$ cat src/rtl/uart_pkg.sv
// Shared UART receive-path types and widths.
package uart_pkg;

  localparam int UART_BYTE_W = 8;
  localparam int ERR_CNT_W   = 8;

  typedef struct packed {
    logic                   err;
    logic [UART_BYTE_W-1:0] data;
  } uart_entry_t;

endpackage

$ cat src/rtl/uart_rx_fifo_if.sv
// Byte handshake between the UART receiver, the receive FIFO and its consumer.
interface uart_rx_fifo_if;
  import uart_pkg::*;

  logic                   wr_valid;
  logic [UART_BYTE_W-1:0] wr_data;
  logic                   wr_error;
  logic                   rd_valid;
  logic                   rd_ready;
  logic [UART_BYTE_W-1:0] rd_data;
  logic                   rd_err;

  modport master (
    output wr_valid, wr_data, wr_error, rd_ready,
    input  rd_valid, rd_data, rd_err
  );

  modport slave (
    input  wr_valid, wr_data, wr_error, rd_ready,
    output rd_valid, rd_data, rd_err
  );

endinterface

$ cat src/rtl/uart_fifo_mem.sv
// DEPTH x {err,data} register array: synchronous write, asynchronous read.
module uart_fifo_mem
  import uart_pkg::*;
#(
  parameter int DEPTH = 16,
  parameter int AW    = $clog2(DEPTH)
) (
  input  logic        clk,
  input  logic        reset_n,
  input  logic        we,
  input  logic [AW-1:0] waddr,
  input  uart_entry_t wdata,
  input  logic [AW-1:0] raddr,
  output uart_entry_t rdata
);

  uart_entry_t mem [DEPTH];

  always_ff @(posedge clk or negedge reset_n) begin
    if (!reset_n) begin
      for (int unsigned i = 0; i < DEPTH; i++) begin
        mem[i] <= '0;
      end
    end else if (we) begin
      mem[waddr] <= wdata;
    end
  end

  assign rdata = mem[raddr];

endmodule

$ cat src/rtl/uart_rx_fifo.sv
// First-word-fall-through receive FIFO with level, almost-full, sticky
// overflow and saturating framing-error count.
module uart_rx_fifo
  import uart_pkg::*;
#(
  parameter int DEPTH       = 16,
  parameter int ALMOST_FULL = 12
) (
  input  logic                   clk,
  input  logic                   reset_n,
  uart_rx_fifo_if.slave          bus,
  input  logic                   ovf_clear,
  output logic [$clog2(DEPTH):0] level,
  output logic                   almost_full,
  output logic                   overflow,
  output logic [ERR_CNT_W-1:0]   err_count
);

  localparam int AW = $clog2(DEPTH);
  localparam int PW = AW + 1;

  logic [PW-1:0] wr_ptr, rd_ptr;
  logic [PW-1:0] level_nxt;
  logic          empty, full, push, pop, drop;
  uart_entry_t   wr_entry, rd_entry;

  assign empty = (wr_ptr == rd_ptr);
  assign full  = (wr_ptr[AW-1:0] == rd_ptr[AW-1:0]) && (wr_ptr[AW] != rd_ptr[AW]);

  assign bus.rd_valid = !empty;
  assign pop  = !empty && bus.rd_ready;
  // A pop frees the slot in the same cycle, so a full FIFO still accepts.
  assign push = bus.wr_valid && (!full || pop);
  assign drop = bus.wr_valid && full && !pop;

  assign wr_entry.err  = bus.wr_error;
  assign wr_entry.data = bus.wr_data;

  assign bus.rd_data = rd_entry.data;
  assign bus.rd_err  = rd_entry.err;

  assign level_nxt = level + PW'(push) - PW'(pop);

  uart_fifo_mem #(
    .DEPTH (DEPTH),
    .AW    (AW)
  ) u_mem (
    .clk     (clk),
    .reset_n (reset_n),
    .we      (push),
    .waddr   (wr_ptr[AW-1:0]),
    .wdata   (wr_entry),
    .raddr   (rd_ptr[AW-1:0]),
    .rdata   (rd_entry)
  );

  always_ff @(posedge clk or negedge reset_n) begin
    if (!reset_n) begin
      wr_ptr      <= '0;
      rd_ptr      <= '0;
      level       <= '0;
      almost_full <= 1'b0;
    end else begin
      if (push) wr_ptr <= wr_ptr + 1'b1;
      if (pop)  rd_ptr <= rd_ptr + 1'b1;
      level       <= level_nxt;
      almost_full <= (level_nxt >= PW'(ALMOST_FULL));
    end
  end

  // Events take priority over ovf_clear in the same cycle.
  always_ff @(posedge clk or negedge reset_n) begin
    if (!reset_n) begin
      overflow  <= 1'b0;
      err_count <= '0;
    end else begin
      if (drop)           overflow <= 1'b1;
      else if (ovf_clear) overflow <= 1'b0;

      if (push && bus.wr_error) begin
        if (ovf_clear)             err_count <= ERR_CNT_W'(1);
        else if (err_count != '1)  err_count <= err_count + 1'b1;
      end else if (ovf_clear) begin
        err_count <= '0;
      end
    end
  end

endmodule

$ cat src/flat_wrapper.sv
// flat-port wrapper written by rule: the top's interface ports become plain ports
module uart_rx_fifo_flat import uart_pkg::*;
#(
  parameter int DEPTH       = 16,
  parameter int ALMOST_FULL = 12
)
  (clk, reset_n, ovf_clear, level, almost_full, overflow, err_count, bus_wr_valid, bus_wr_data, bus_wr_error, bus_rd_ready, bus_rd_valid, bus_rd_data, bus_rd_err);
  uart_rx_fifo_if bus_i ();
  input  logic clk;
  input  logic reset_n;
  input  logic ovf_clear;
  output logic [$clog2(DEPTH):0] level;
  output logic almost_full;
  output logic overflow;
  output logic [ERR_CNT_W-1:0] err_count;
  input wire logic [$bits(bus_i.wr_valid)-1:0] bus_wr_valid;
  input wire logic [$bits(bus_i.wr_data)-1:0] bus_wr_data;
  input wire logic [$bits(bus_i.wr_error)-1:0] bus_wr_error;
  input wire logic [$bits(bus_i.rd_ready)-1:0] bus_rd_ready;
  output wire logic [$bits(bus_i.rd_valid)-1:0] bus_rd_valid;
  output wire logic [$bits(bus_i.rd_data)-1:0] bus_rd_data;
  output wire logic [$bits(bus_i.rd_err)-1:0] bus_rd_err;
  assign bus_i.wr_valid = bus_wr_valid;
  assign bus_i.wr_data = bus_wr_data;
  assign bus_i.wr_error = bus_wr_error;
  assign bus_i.rd_ready = bus_rd_ready;
  assign bus_rd_valid = bus_i.rd_valid;
  assign bus_rd_data = bus_i.rd_data;
  assign bus_rd_err = bus_i.rd_err;
  uart_rx_fifo #(.DEPTH(DEPTH), .ALMOST_FULL(ALMOST_FULL)) u_core (.clk(clk), .reset_n(reset_n), .bus(bus_i), .ovf_clear(ovf_clear), .level(level), .almost_full(almost_full), .overflow(overflow), .err_count(err_count));
endmodule
$ cat config.mk
export PLATFORM = sky130hd
export DESIGN_NAME = uart_rx_fifo_flat
export DESIGN_NICKNAME = d
export VERILOG_FILES = /design/src/rtl/uart_pkg.sv /design/src/rtl/uart_rx_fifo_if.sv /design/src/rtl/uart_fifo_mem.sv /design/src/rtl/uart_rx_fifo.sv /design/src/flat_wrapper.sv
export SDC_FILE = /design/constraint.sdc
export NUM_CORES = 1
export LEC_CHECK = 0
export CORE_ASPECT_RATIO = 1.2
export CORE_UTILIZATION = 40
export CTS_CLUSTER_SIZE = 30
export DETAILED_ROUTE_END_ITERATION = 7
export GPL_TIMING_DRIVEN = 0
export PLACE_DENSITY = 0.67
export RECOVER_POWER = 50
export REMOVE_ABC_BUFFERS = 1
export SKIP_CTS_REPAIR_TIMING = 1
export SLEW_MARGIN = 5
export SYNTH_ARGS = -nofsm -noshare
export SYNTH_HDL_FRONTEND = slang
export SYNTH_HIERARCHICAL = 1
export SYNTH_SLANG_ARGS = --single-unit
$ cat constraint.sdc
create_clock -name clk -period 5.4 [get_ports clk]
set_clock_uncertainty 0.05 [all_clocks]
set_input_delay 1.08 -clock clk [delete_from_list [all_inputs] [get_ports clk]]
set_output_delay 1.08 -clock clk [all_outputs]
set_load 0.02 [all_outputs]
==> run_results.csv <==
group,metric,value,unit
drt,drc,0,
yosys,synthArstFlopShare,100,%
sta,slew_headroom,-46.1,%
global_route,track_usage,17.7,%
yosys,synth_top_cell_area_share,52.8,%
yosys,synth_warnings,6,
drt,avgViaCountPerCell,5.43,
sta,rsz0062_at_grt,"no",
sta,finalSetupViolations,0,
clock_network,cts_root_buffer,"clkbuf_16",
drt,firstDrtPassIters,4,
power,power_density,637,mW/mm^2
clock_network,cts_tree,"yes",
global_route,antenna_found_initial,0,
floorplanning,die_y,157,um
floorplanning,core,0.0195,sq mm
yosys,synth_area,0.00801,sq mm
floorplanning,die_w,131,um
sta,period_share,81.4,%
outcome,violations,"capacitance limit, slew limit",
final_layout,area_growth_syn_to_layout,14.9,%
outcome,status,"finished with violations",
yosys,synth_top_area_cell,"dfrtp_1",
final_layout,regArea,0.00423,sq mm
sta,hold_viol,0,
placed_design,io_buffers,38,
worst_hold_path,hold_depth,1,
clock_network,cts.sinks,169,
yosys,yosysMostFrequentCell,"dfrtp_1",
power,ir_drop,387,uV
yosys,ys_seq_area_share,52.8,%
global_route,first_global_vias,4974,
global_route,grt_max_degree,88,
final_layout,num-fill-cells,1674,
clock_network,cts_buffers,17,
worst_setup_path,r2r_cells,13,
worst_setup_path,cp-start-kind,"flop",
clock_network,htreeDepth,4,
yosys,yosys_register_bits,169,
worst_setup_path,path_max_fanout,40,
floorplanning,row_count,56,
global_route,grt_pass1_wl,27.4,mm
drt,detail-route-antenna-nets,0,
placed_design,place_ws,1.31,ns
worst_setup_path,end_kind,"flop",
final_layout,multi_input_area,0.00358,sq mm
drt,vias,4561,
placed_design,placed_area,0.00861,sq mm
clock_network,cts.clk_slew.worst_paths,0.06,ns
drt,drtIter0Drc,331,
sta,fmax,227,MHz
drt,drt_wl_total,16.9,mm
yosys,synth-main-ff-cell,"dfrtp_1",
worst_setup_path,required,5.66,ns
yosys,synth_common_cells,"169 x dfrtp_1, 140 x mux2_2, 36 x mux4_2",
placed_design,gp_congestion,0.760,
final_layout,drive_gt1_share,41.5,%
final_layout,fin_nets,588,
yosys,synthTopCellsByArea,"dfrtp_1 53%, mux2_2 20%, mux4_2 10%, a22oi_1 1.7%, mux2_4 1.7%",
sta,min_period,4.40,ns
yosys,synth-edff-count,0,
placed_design,dp_hpwl,10.6,mm
floorplanning,initial_core_util,41.0,%
sta,slew_viol_final,103,
final_layout,diodes,0,
global_route,overflow,0,
floorplanning,die-area,0.0206,sq mm
final_layout,fin_area,0.00920,sq mm
sta,whs,0.437,ns
power,leakagePower,3.89,nW
yosys,synth_cell_types,48,
floorplanning,top_level_ports,39,
final_layout,final_util,47.0,%
clock_network,clockBufferDepth,2,
worst_setup_path,reg2reg_slack,1.00,ns
clock_network,clk_latency,0.42,ns
worst_setup_path,worstSetupPathType,"flop to flop",
worst_setup_path,critPathArrivalTime,4.66,ns
yosys,avgSynthCellArea,14.9,sq um
yosys,postSynthCellCount,536,
worst_hold_path,hp-class,"flop to flop",
sta,setup_slack,1.00,ns
flow_run,max_cap_violations,2,
drt,wl_per_cell,20.1,um
sta,worst_pin_slew,2.19,ns
-- metrics by stage --
step | total power, mW | TNS (ns) | instances
after CTS | 5.92 | 0 | 840
final | 5.86 | 0 | 840
after floorplan | 3.90 | 0 | 507
after detailed placement | 4.67 | 0 | 808
after global placement | 4.55 | -527.42 | 806
after global routing | 6.19 | 0 | 840
-- state kept, by name (all words and copies together) (netlist names) --
register and flops:
u_core/almost_full 1, u_core/u_mem/mem 144, u_core/level 5, u_core/overflow 1
u_core/wr_ptr 5, u_core/err_count 8, u_core/rd_ptr 5
-- final timing paths --
kind / startpoint / end
worst max-delay path: u_core/rd_ptr[0] / u_core/almost_full
worst min-delay path: u_core/wr_ptr[4] / u_core/wr_ptr[4]
worst min register to register: u_core/wr_ptr[4] / u_core/wr_ptr[4]
worst max register to register: u_core/rd_ptr[0] / u_core/almost_full
min in group asynchronous: reset_n / u_core/level[3]
max in group asynchronous: reset_n / u_core/u_mem/mem[108]
-- cells in the final DEF (no fill, tap or decap), types with 3 or more instances in the layout --
master,synthesis,final
nand3_1,7,7
nand2_1,16,16
clkinv_2,0,6
mux2_2,140,140
clkbuf_16,0,17
mux2_4,9,9
nor2b_1,6,6
nand4_1,4,4
ha_1,7,7
clkdlybuf4s50_1,0,31
nand2b_1,4,4
dfrtp_1,169,167
a21o_1,3,3
xor2_1,5,5
nor2_1,9,9
dlygate4sd3_1,0,6
clkbuf_8,0,3
bufinv_16,0,3
nor2_2,6,6
xnor2_1,12,12
clkbuf_1,12,3
a22oi_1,18,18
or3_1,4,4
nor4_1,3,3
a21oi_1,4,4
mux4_2,36,36
o21ai_0,2,3
nor3_4,4,4
inv_1,10,10
-- per-layer routing --
metal	part of all wire [%]	vias to the layer above	global-route usage [%]
met5	0	-	0
met2	53	100	31.4
met1	42	2409	21.4
met3	3.9	21	4.12
met4	1.2	0	5.15
li1	-	2031	-
-- power by group --
part	internal [mW]	leakage, nW	switching [mW]
Clock	0.760	0.300	0.474
Sequential	1.86	2.09	0.484
Combinational	1.33	1.51	0.943
Total	3.96	3.89	1.90
-- cell type report --
cell class	instances	area share, %
clock inverter	9	1.31
multi-input combinational	328	38.9
timing repair buffer	40	4.60
tap	261	3.55
inverter	10	0.408
sequential	169	46.0
clock buffer	23	5.20
-- cells by family after synthesis --
kind of cell    share of synthesized area [%]
compound gates                           2.67
flops                                    52.8
simple gates                             6.99
xor+xnor                                 1.86
fa+ha+maj                                1.34
mux                                      31.9
buf+inv                                  2.42
-- worst max-delay path, stage by stage, from the launching register on --
cell      delay (ns)
dfrtp_4         0.98
xnor2_1         0.19
nand4_1         0.15
nor3b_1         1.24
nand2b_1        0.34
mux2i_1         0.11
ha_1            0.24
inv_1           0.08
fa_1            0.21
inv_1           0.05
a21o_1          0.18
a21oi_1         0.20
xnor2_1         0.12
a21o_1          0.16
Power figures use the tool's default switching activity.
